--- src/rtl/instruction_fetch_unit.sv ---
// Instruction fetch stage: PC, IMEM word addressing and the IF/ID register.
// Optional perf counters are enabled with `define FETCH_PERF_CNT_EN.
module instruction_fetch_unit #(
  parameter logic [31:0] RESET_PC   = 32'h0000_0000,
  parameter int          IMEM_DEPTH = 128,
  parameter logic [31:0] NOP_WORD   = 32'h0000_0000
) (
  input  logic        clk,
  input  logic        reset,
  input  logic        Stall,
  input  logic        BranchTaken,
  input  logic [31:0] BranchTarget,
  output logic [31:0] ImemAddress,
  input  logic [31:0] ImemInstruction,
  output logic [31:0] PC,
  output logic [31:0] IF_ID_Instr,
  output logic [31:0] IF_ID_PCPlus4,
  output logic        IF_ID_Valid,
  output logic        FetchFault,
  output logic [31:0] FetchCount,
  output logic [31:0] StallCount
);

  localparam logic [29:0] DEPTH_W = 30'(IMEM_DEPTH);

  logic [31:0] pc_plus4;
  logic        in_range;

  assign ImemAddress = {2'b00, PC[31:2]};
  assign pc_plus4    = PC + 32'd4;
  assign in_range    = PC[31:2] < DEPTH_W;

  always_ff @(posedge clk) begin
    if (reset) begin
      PC            <= RESET_PC;
      IF_ID_Instr   <= NOP_WORD;
      IF_ID_PCPlus4 <= 32'h0;
      IF_ID_Valid   <= 1'b0;
      FetchFault    <= 1'b0;
    end else if (BranchTaken) begin
      // wrong-path word is dropped; misaligned targets are forced aligned
      PC          <= BranchTarget & ~32'h3;
      IF_ID_Instr <= NOP_WORD;
      IF_ID_Valid <= 1'b0;
      if (|BranchTarget[1:0])
        FetchFault <= 1'b1;
    end else if (!Stall) begin
      PC            <= pc_plus4;
      IF_ID_PCPlus4 <= pc_plus4;
      if (in_range) begin
        IF_ID_Instr <= ImemInstruction;
        IF_ID_Valid <= 1'b1;
      end else begin
        IF_ID_Instr <= NOP_WORD;
        IF_ID_Valid <= 1'b0;
        FetchFault  <= 1'b1;
      end
    end
  end

`ifdef FETCH_PERF_CNT_EN
  logic fetch_load;
  logic stall_hold;

  assign fetch_load = !BranchTaken && !Stall && in_range;
  assign stall_hold = !BranchTaken && Stall;

  always_ff @(posedge clk) begin
    if (reset) begin
      FetchCount <= 32'h0;
      StallCount <= 32'h0;
    end else begin
      if (fetch_load)
        FetchCount <= FetchCount + 32'd1;
      if (stall_hold)
        StallCount <= StallCount + 32'd1;
    end
  end
`else
  assign FetchCount = 32'h0;
  assign StallCount = 32'h0;
`endif

endmodule

--- config.mk ---
export PLATFORM = sky130hd
export DESIGN_NAME = instruction_fetch_unit
export DESIGN_NICKNAME = d
export VERILOG_FILES = /design/src/rtl/instruction_fetch_unit.sv
export SDC_FILE = /design/constraint.sdc
export NUM_CORES = 1
export LEC_CHECK = 0
export CAP_MARGIN = 30
export CORE_MARGIN = 2
export CORE_UTILIZATION = 40
export CTS_BUF_LIST = sky130_fd_sc_hd__clkbuf_4 sky130_fd_sc_hd__clkbuf_8
export DETAILED_ROUTE_END_ITERATION = 8
export PLACE_DENSITY = 0.89
export SETUP_SLACK_MARGIN = 0.15
export SKIP_LAST_GASP = 1
export SYNTH_ARGS = -nofsm -noshare
export SYNTH_HDL_FRONTEND = slang
export SYNTH_SLANG_ARGS = --single-unit
--- constraint.sdc ---
create_clock -name clk -period 2.7 [get_ports clk]
set_input_delay 0.27 -clock clk [delete_from_list [all_inputs] [get_ports clk]]
set_output_delay 0.27 -clock clk [all_outputs]
set_load 0.01 [all_outputs]
==> results of run 1 <==
[critical path, delay by kind of cell, from the launching register on]
kind / cells / cell delay [ns]
and+or+nand+nor: 3 / 1.26
AOI/OAI and AO/OA: 1 / 0.25
adders and majority gates: 1 / 0.27
DFF: 1 / 0.44
[stage by stage]
step	worst slack (ns)	util, %	hold WS (ns)	cell area, um2
3_5_place_dp	0.424	52.2	0.445	7270
6_report	0.395	53.4	0.245	7440
2_1_floorplan	0.643	-	0.412	5980
5_1_grt	0.253	53.4	0.244	7440
4_1_cts	0.390	53.4	0.229	7440
3_3_place_gp	0.500	52.2	0.438	7270
[cell usage in the layout, fill, tap and decap left out, types with 3 or more instances in the layout]
| master | count |
|---|---|
| a2111oi_0 | 3 |
| a211oi_1 | 26 |
| a21oi_1 | 42 |
| a311oi_1 | 17 |
| a31oi_1 | 3 |
| and3_1 | 3 |
| and4_1 | 10 |
| buf_12 | 3 |
| buf_4 | 18 |
| clkbuf_8 | 9 |
| clkdlybuf4s50_1 | 189 |
| conb_1 | 70 |
| dfxtp_1 | 94 |
| inv_1 | 43 |
| nand2_1 | 60 |
| nand3_1 | 20 |
| nand3b_1 | 6 |
| nand4_1 | 14 |
| nor2_1 | 56 |
| nor3_1 | 17 |
| nor3b_1 | 4 |
| nor4_1 | 18 |
| o211ai_1 | 3 |
| o21ai_0 | 12 |
| o31ai_1 | 8 |
| or3_1 | 11 |
| or4_1 | 42 |
| xnor2_1 | 16 |
| xor2_1 | 7 |
[cells in the mapped netlist (2+ instances only)]
master	instances	area share (%)
or2_2	2	0.22
o211ai_1	3	0.39
and4_1	10	1.5
or3_1	11	1.2
nor2_1	57	3.7
xor2_1	7	1.1
buf_4	100	13
nor3_1	17	1.5
and2_1	2	0.22
a31oi_1	3	0.33
a211o_1	2	0.31
buf_1	3	0.20
nor4_1	18	2.0
o21bai_1	2	0.26
or4_2	2	0.31
and3_1	3	0.33
nand3_1	20	1.7
clkbuf_1	53	3.5
nand3b_1	6	0.79
a211oi_1	26	3.4
a311oi_1	17	2.6
nand4_1	14	1.5
o21ai_0	12	1.0
a21oi_1	42	3.7
inv_1	43	2.8
nand4b_1	2	0.31
nor3b_1	4	0.52
or4_1	42	5.5
xnor2_1	16	2.4
buf_2	13	1.1
nand2_1	60	3.9
a2111oi_0	3	0.46
a2111o_1	2	0.39
o311a_1	2	0.35
dfxtp_1	94	33
o31ai_1	8	1.0
[layout make-up]
class	count	area [um2]	share of cell area, %
inverters	43	161	2.17
diodes	1	2.50	0.0336
flip-flops and latches	94	1880	25.3
well taps	180	225	3.03
multi-input cells	502	2910	39.1
clock buffers	10	131	1.77
clock inverters	5	35.0	0.471
repair buffers	212	2100	28.2
[power groups by stage]
stage / registers, mW / clock network [mW] / logic, mW
detailed placement: 1.56 / 0 / 0.658
CTS: 1.53 / 0.903 / 0.660
global route: 1.54 / 0.954 / 0.716
floorplan: 1.55 / 0 / 0.419
finish: 1.53 / 0.877 / 0.658
global placement: 1.56 / 0 / 0.651
[layer usage]
metal / up-vias / wire length (um) / track usage, %
li1: 2692 / - / -
met4: 0 / 417 / 9.73
met1: 2564 / 6400 / 25.2
met2: 285 / 7920 / 34.8
met5: - / 0 / 0
met3: 29 / 1520 / 5.31
[cells by family after synthesis]
kind of cell | after synthesis
buffers and inverters | 213
AO/OA/AOI/OAI | 127
adder cells (fa/ha/maj) | 1
XOR/XNOR | 23
multiplexers | 1
other | 1
flip-flops | 94
AND/OR/NAND/NOR | 280
[how the worst min path moves through the flow]
stage | endpoint | slack (ns) | cells past startpoint
3_3_place_gp | IF_ID_Instr[29]$_SDFFE_PP0N_ | 0.44 | 2
6_report | PC[31]$_SDFFE_PP0P_ | 0.25 | 2
4_1_cts | PC[31]$_SDFFE_PP0P_ | 0.23 | 2
3_5_place_dp | IF_ID_Instr[29]$_SDFFE_PP0N_ | 0.44 | 2
2_1_floorplan | PC[19]$_SDFFE_PP0P_ | 0.41 | 2
5_1_grt | PC[31]$_SDFFE_PP0P_ | 0.24 | 2
[state kept, by name, indices dropped and copies added (netlist names)]
signal         cells
FetchFault         1
IF_ID_Valid        1
PC                30
IF_ID_PCPlus4     30
IF_ID_Instr       32
==> flow_summary.yaml, run 1 <==
global_route:
  grt_overflow_total: 0
  grt.total_usage_pct: 20.9
  grt_pass1_vias: 4950
  antenna_found_initial: 0
  grt_pass1_wl_mm: 24.9
  grt_max_degree: 72
clocking:
  clkLatencyLatePin_ns: 0.38
  htree_levels: 3
  numClockSinks: 94
  cts-hold-fix-buffers: 0
  clk_path_buf_depth: 2
  cts_resized: 0
  cts_tree: "yes"
  postCtsSetupBuffers: 0
  cts_made_buffers: 9
  path_clk_slew_ns: 0.10
  ctsRootBufferMaster: "clkbuf_8"
synthesis:
  syn_inst: 740
  syn_area_per_cell_um2: 7.73
  ys_seq_area_share_pct: 32.9
  synth-edff-count: 0
  async_reset_ff_share_pct: 0
  synth_top_family_by_area: "simple AND/OR/NAND/NOR gates"
  yosys.area_share.simple_pct: 27.1
  synth_area_um2: 5720
  synth_ff_type: "dfxtp_1"
  synth_mux_area_share_pct: 0.175
  synth_xor_area_share_pct: 3.52
  ys_seq_elements: 94
  yosysUniqueCellTypes: 55
  yosysWarningCount: 0
  synth_compound_area_share_pct: 15.1
  synthAdderAreaFrac_pct: 0.219
critical_path:
  cpMaxStageDelayCell: "or4_1"
  max_stage_delay_ns: 0.63
  path_class: "flop to flop"
  startpoint_type: "flop"
  worstPathMaxFanout: 19
  cp-end-kind: "flop"
  cp.arrival_ns: 2.60
  path_cells: "ha_1 -> nand3_1 -> nand2b_1 -> or4_1 -> a311oi_1"
  reg2reg_depth: 5
  rrSetupSlack_ns: 0.39
  required_ns: 3.00
  r2r-start: "PC[3]$_SDFFE_PP0P_"
  crit_path_end: "IF_ID_PCPlus4[20]$_SDFFE_PP0P_"
  reg2reg_to: "IF_ID_PCPlus4[20]$_SDFFE_PP0P_"
  worstSetupStartpoint: "PC[3]$_SDFFE_PP0P_"
sta:
  fin_skew_ns: 0.0130
  max_freq_mhz: 434
  hold_violations: 0
  rsz0062_at_grt: "no"
  period_minus_slack_ns: 2.31
  setup_viol: 0
  period_share_pct: 85.4
  worstMarginPinSlew_ns: 0.677
  setup_tns_ns: 0
  slew_headroom_pct: 54.8
  finalMaxSlewViolations: 0
route:
  dr.pass1.iters: 5
  viasPerCell: 5.32
  drt_iter0_drc: 376
  wirelength_mm: 16.3
  ant_nets: 0
  remaining_drc_errors: 0
  wl_per_cell_um: 15.5
  vias: 5570
outcome:
  status: "completed"
min_path:
  hp-start: "reset"
  hold_class: "input port to flop"
power_and_ir_drop:
  vdd_drop_max_mv: 0.194
  internal_power_mw: 2.12
  pwr-share-comb_pct: 21.5
  pwr-share-clk_pct: 28.6
  p_leak_nw: 2.63
  power_density_nw_per_um2: 412
  p_seq_share_pct: 50.0
  power_mw: 3.07
  power.switching_uw: 949
  p_sw_share_pct: 30.9
floorplanning:
  initial_core_util_pct: 41.1
  die_w_um: 124
  num_io_pins: 262
  rows: 43
  core-area_um2: 13900
  die_y_um: 124
  die-area_um2: 15300
finish:
  final_cells: 1047
  drive_gt1_share_pct: 5.66
  nets: 931
  fillers: 1299
  syn2layout_area_growth_pct: 30.1
placed_design:
  port_buffers: 191
  dp_hpwl_mm: 11.8
  place_congestion: 0.881
  post-place-cells: 1031
run:
  cap_violations: 0
(Power assumes the default switching activity.)
==> run 2, diff against run 1 <==
- CELL_PAD_IN_SITES_DETAIL_PLACEMENT: not set -> 2
- CELL_PAD_IN_SITES_GLOBAL_PLACEMENT: not set -> 2
- CORE_UTILIZATION: 40 -> 23
- PLACE_DENSITY: 0.89 -> 0.94
- SETUP_SLACK_MARGIN: 0.15 -> 0.2
==> flow_summary.yaml, run 2 (synthesized netlist as in run 1, its figures left out) <==
outcome:
  status: "completed"
critical_path:
  path_cells: "and4_2 -> nand4_1 -> buf_4 -> or4_1 -> a311oi_1"
  reg2reg_depth: 5
  cpMaxStageDelayCell: "dfxtp_1"
  cpLargestDelayFamily: "simple AND/OR/NAND/NOR gates"
  worstPathMaxFanout: 14
  reg2reg_to: "IF_ID_PCPlus4[25]$_SDFFE_PP0P_"
  startpoint_type: "flop"
  max_stage_delay_ns: 0.62
  required_ns: 2.98
  path_class: "flop to flop"
  cp-end-kind: "flop"
  critPathBufInv: 1
  cp.arrival_ns: 2.68
  rrSetupSlack_ns: 0.30
  r2r-start: "PC[18]$_SDFFE_PP0P_"
sta:
  slew_headroom_pct: 50.5
  fin_skew_ns: 0.0121
  hold_slack_ns: 0.338
  setup_viol: 0
  worstMarginPinSlew_ns: 0.736
  setup_tns_ns: 0
  hold_violations: 0
  period_minus_slack_ns: 2.40
  rsz0062_at_grt: "no"
  finalMaxSlewViolations: 0
  max_freq_mhz: 417
  period_share_pct: 88.8
placed_design:
  port_buffers: 191
  place_congestion: 0.790
  placed_area_um2: 7500
  dp_hpwl_mm: 17.8
min_path:
  worstHoldEndpoint: "PC[20]$_SDFFE_PP0P_"
  hold_class: "input port to flop"
  hp-start: "reset"
  whs_path_depth: 2
global_route:
  grt_pass1_vias: 6166
  grt_pass1_wl_mm: 35.8
  grt.total_usage_pct: 17.4
  antenna_found_initial: 3
  grt_overflow_total: 0
  grt_max_degree: 72
finish:
  fillers: 2850
  final_util_pct: 31.6
  final_cell_mix: "clkdlybuf4s50_1, dfxtp_1, conb_1"
  syn2layout_area_growth_pct: 34.5
  largest_registers: "IF_ID_Instr x32, IF_ID_PCPlus4 x30, PC x30"
  final_common_cell: "clkdlybuf4s50_1"
  drive_gt1_share_pct: 6.74
  top_register: "IF_ID_Instr"
  largest_reg_flops: 32
  final_area_um2: 7700
  nets: 939
route:
  wl_per_cell_um: 19.5
  vias: 5854
  dr.pass1.iters: 4
  wirelength_mm: 23.4
  remaining_drc_errors: 0
  viasPerCell: 4.88
  ant_nets: 0
  drt_iter0_drc: 218
clocking:
  path_clk_slew_ns: 0.11
  postCtsSetupBuffers: 0
  numClockSinks: 94
  htree_levels: 3
  cts-hold-fix-buffers: 0
  clkLatencyLatePin_ns: 0.39
  cts_tree: "yes"
  ctsRootBufferMaster: "clkbuf_8"
  clk_path_buf_depth: 2
  cts_made_buffers: 9
floorplanning:
  die-area_um2: 26200
  rows: 57
  die_w_um: 162
  num_io_pins: 262
  die_y_um: 162
  initial_core_util_pct: 23.5
  core-area_um2: 24400
run:
  cap_violations: 0
power_and_ir_drop:
  power_density_nw_per_um2: 418
  p_leak_nw: 2.67
  power_mw: 3.22
  vdd_drop_max_mv: 0.232
[run 2: cell types whose count changed in the layout (fill, tap and decap cells not counted), sizes merged]
cell      delta
buf          +8
clkbuf       -1
clkinv       +1
clkinvlp     -1
inv          +2
[run 2: layer usage]
layer	global-route usage, %	part of all wire, %	vias up
met5	0	0.12	-
met2	33.2	53	211
met1	18.6	39	2904
met4	5.03	1.9	4
met3	4.85	6.4	32
li1	-	-	2703
[run 2: how the worst max path moves through the flow]
stage	to	cells after the start	slack, ns	startpoint
final	IF_ID_PCPlus4[25]$_SDFFE_PP0P_	5	0.30	PC[18]$_SDFFE_PP0P_
after global routing	IF_ID_PCPlus4[25]$_SDFFE_PP0P_	5	0.20	PC[18]$_SDFFE_PP0P_
after detailed placement	IF_ID_PCPlus4[25]$_SDFFE_PP0P_	5	0.38	PC[17]$_SDFFE_PP0P_
after floorplan	PC[26]$_SDFFE_PP0P_	6	0.64	PC[18]$_SDFFE_PP0P_
after CTS	IF_ID_PCPlus4[25]$_SDFFE_PP0P_	5	0.29	PC[17]$_SDFFE_PP0P_
after global placement	PC[30]$_SDFFE_PP0P_	6	0.54	BranchTaken
[run 2: report_power, final]
| group | switching [mW] | total, mW | internal, mW |
|---|---|---|---|
| combinational | 0.369 | 0.706 | 0.337 |
| sequential | 0.0915 | 1.54 | 1.45 |
| clock | 0.619 | 0.977 | 0.359 |
[run 2: cell type report]
type / count / area [um2] / area share [%]
clock inverter: 7 / 66.3 / 0.862
inverter: 43 / 161 / 2.10
sequential: 94 / 1880 / 24.5
clock buffer: 9 / 124 / 1.61
timing repair buffer: 220 / 2140 / 27.9
antenna: 1 / 2.50 / 0.0325
multi-input combinational: 502 / 2910 / 37.8
tap: 324 / 405 / 5.27
[run 2: worst reg2reg max path, delay by kind of cell (launching register included)]
family,cells,cell delay (ns)
buffers and inverters,1,0.25
AND/OR/NAND/NOR,3,1.05
AO/OA/AOI/OAI,1,0.37
flip-flops,1,0.62
[run 2: metrics by stage]
step                setup WS [ns]  instances
detailed placement          0.377       1183
global route                0.205       1199
finish                      0.302       1200
CTS                         0.290       1199
global placement            0.536       1183
floorplan                   0.643        809
[run 2: repair_timing]
item	4_1_cts	5_1_grt
resized for setup	0	1
endpoints found under the hold margin	0	0
setup endpoints to repair	0	1
==> run 3, diff against run 2 <==
- CTS_CLUSTER_DIAMETER: not set -> 40
- SLEW_MARGIN: not set -> 20
- clock period: 2.7 -> 2.55 ns (I/O delays scaled with it)
==> flow_summary.yaml, run 3 (synthesized netlist as in run 1, its figures left out) <==
outcome:
  status: "completed"
power_and_ir_drop:
  vdd_drop_max_mv: 0.214
  p_leak_nw: 2.71
  power_density_nw_per_um2: 457
  power_mw: 3.55
clocking:
  cts-hold-fix-buffers: 0
  cts_resized: 0
  htree_levels: 3
  clkLatencyLatePin_ns: 0.39
  cts_made_buffers: 9
  clk_path_buf_depth: 2
  path_clk_slew_ns: 0.11
  postCtsSetupBuffers: 0
  cts_tree: "yes"
  ctsRootBufferMaster: "clkbuf_8"
  numClockSinks: 94
critical_path:
  reg2reg_to: "IF_ID_PCPlus4[25]$_SDFFE_PP0P_"
  worstPathMaxFanout: 14
  r2r-start: "PC[18]$_SDFFE_PP0P_"
  cpLargestDelayFamily: "simple AND/OR/NAND/NOR gates"
  required_ns: 2.84
  cp.arrival_ns: 2.51
  cp-end-kind: "flop"
  critPathBufInv: 1
  path_class: "flop to flop"
  cpMaxStageDelayCell: "dfxtp_1"
  rrSetupSlack_ns: 0.33
  path_cells: "and4_2 -> nand4_1 -> buf_4 -> or4_1 -> a311oi_1"
  max_stage_delay_ns: 0.60
  reg2reg_depth: 5
  startpoint_type: "flop"
sta:
  period_share_pct: 87.2
  worstMarginPinSlew_ns: 0.660
  slew_headroom_pct: 55.6
  rsz0062_at_grt: "yes"
  max_freq_mhz: 450
  setup_viol: 0
  finalMaxSlewViolations: 0
  fin_skew_ns: 0.0119
  hold_violations: 0
  period_minus_slack_ns: 2.22
  setup_tns_ns: 0
floorplanning:
  rows: 57
  core-area_um2: 24400
  die_y_um: 162
  die_w_um: 162
  die-area_um2: 26200
  initial_core_util_pct: 23.5
  num_io_pins: 262
min_path:
  hp-start: "reset"
  worstHoldEndpoint: "IF_ID_PCPlus4[8]$_SDFFE_PP0P_"
  whs_path_depth: 2
  hold_class: "input port to flop"
route:
  dr.pass1.iters: 4
  remaining_drc_errors: 0
  ant_nets: 0
  drt_iter0_drc: 257
  vias: 5810
  viasPerCell: 4.83
  wirelength_mm: 23.4
  wl_per_cell_um: 19.4
global_route:
  antenna_found_initial: 0
  grt_overflow_total: 0
  grt_max_degree: 72
  grt_pass1_vias: 6075
  grt.total_usage_pct: 17.5
  grt_pass1_wl_mm: 36.1
placed_design:
  dp_hpwl_mm: 17.5
  port_buffers: 191
  place_congestion: 0.803
finish:
  top_register: "IF_ID_Instr"
  syn2layout_area_growth_pct: 35.7
  drive_gt1_share_pct: 7.40
  antennaDiodeCount: 0
  largest_reg_flops: 32
  final_common_cell: "clkdlybuf4s50_1"
  final_cell_mix: "clkdlybuf4s50_1, dfxtp_1, conb_1"
  largest_registers: "IF_ID_Instr x32, IF_ID_PCPlus4 x30, PC x30"
  nets: 943
run:
  cap_violations: 0
[run 3: worst max-delay path by stage]
stage	slack, ns	to	cells after the start	startpoint
after floorplan	0.49	PC[26]$_SDFFE_PP0P_	6	PC[18]$_SDFFE_PP0P_
after global placement	0.38	PC[30]$_SDFFE_PP0P_	5	BranchTaken
after detailed placement	0.29	IF_ID_PCPlus4[25]$_SDFFE_PP0P_	5	PC[10]$_SDFFE_PP0P_
after CTS	0.24	IF_ID_PCPlus4[20]$_SDFFE_PP0P_	6	PC[2]$_SDFFE_PP0P_
after global routing	0.19	IF_ID_PCPlus4[25]$_SDFFE_PP0P_	5	PC[10]$_SDFFE_PP0P_
final	0.33	IF_ID_PCPlus4[25]$_SDFFE_PP0P_	5	PC[18]$_SDFFE_PP0P_
[run 3: per-layer routing]
layer / GRT usage (%) / wire length [um]
met4: 4.67 / 428
met5: 0 / 0
met2: 31.7 / 11900
met1: 20.2 / 9260
met3: 5.13 / 1730
[run 3: area by class of cell]
cell class,instances,area [um2]
Clock buffer,9,124
Clock inverter,6,93.8
Fill cell,2853,16600
Inverter,43,161
Multi-Input combinational cell,502,2910
Sequential cell,94,1890
Tap cell,324,405
Timing Repair Buffer,224,2190
[run 3: where the power goes]
part | leakage, nW | switching [mW] | internal [mW] | total [mW]
clock | 0.106 | 0.611 | 0.557 | 1.17
sequential | 0.771 | 0.0919 | 1.53 | 1.62
combinational | 1.83 | 0.399 | 0.361 | 0.759
[run 3: stage by stage]
| step | setup WS [ns] | hold slack [ns] | utilization [%] | std cells | cell area [um2] |
|---|---|---|---|---|---|
| 6_report | 0.326 | 0.360 | 31.8 | 1202 | 7770 |
| 5_1_grt | 0.190 | 0.367 | 31.8 | 1202 | 7770 |
| 4_1_cts | 0.241 | 0.342 | 31.8 | 1202 | 7760 |
| 3_5_place_dp | 0.291 | 0.454 | 30.9 | 1187 | 7540 |
| 3_3_place_gp | 0.378 | 0.437 | 30.9 | 1187 | 7540 |
| 2_1_floorplan | 0.493 | 0.397 | - | 809 | 5980 |
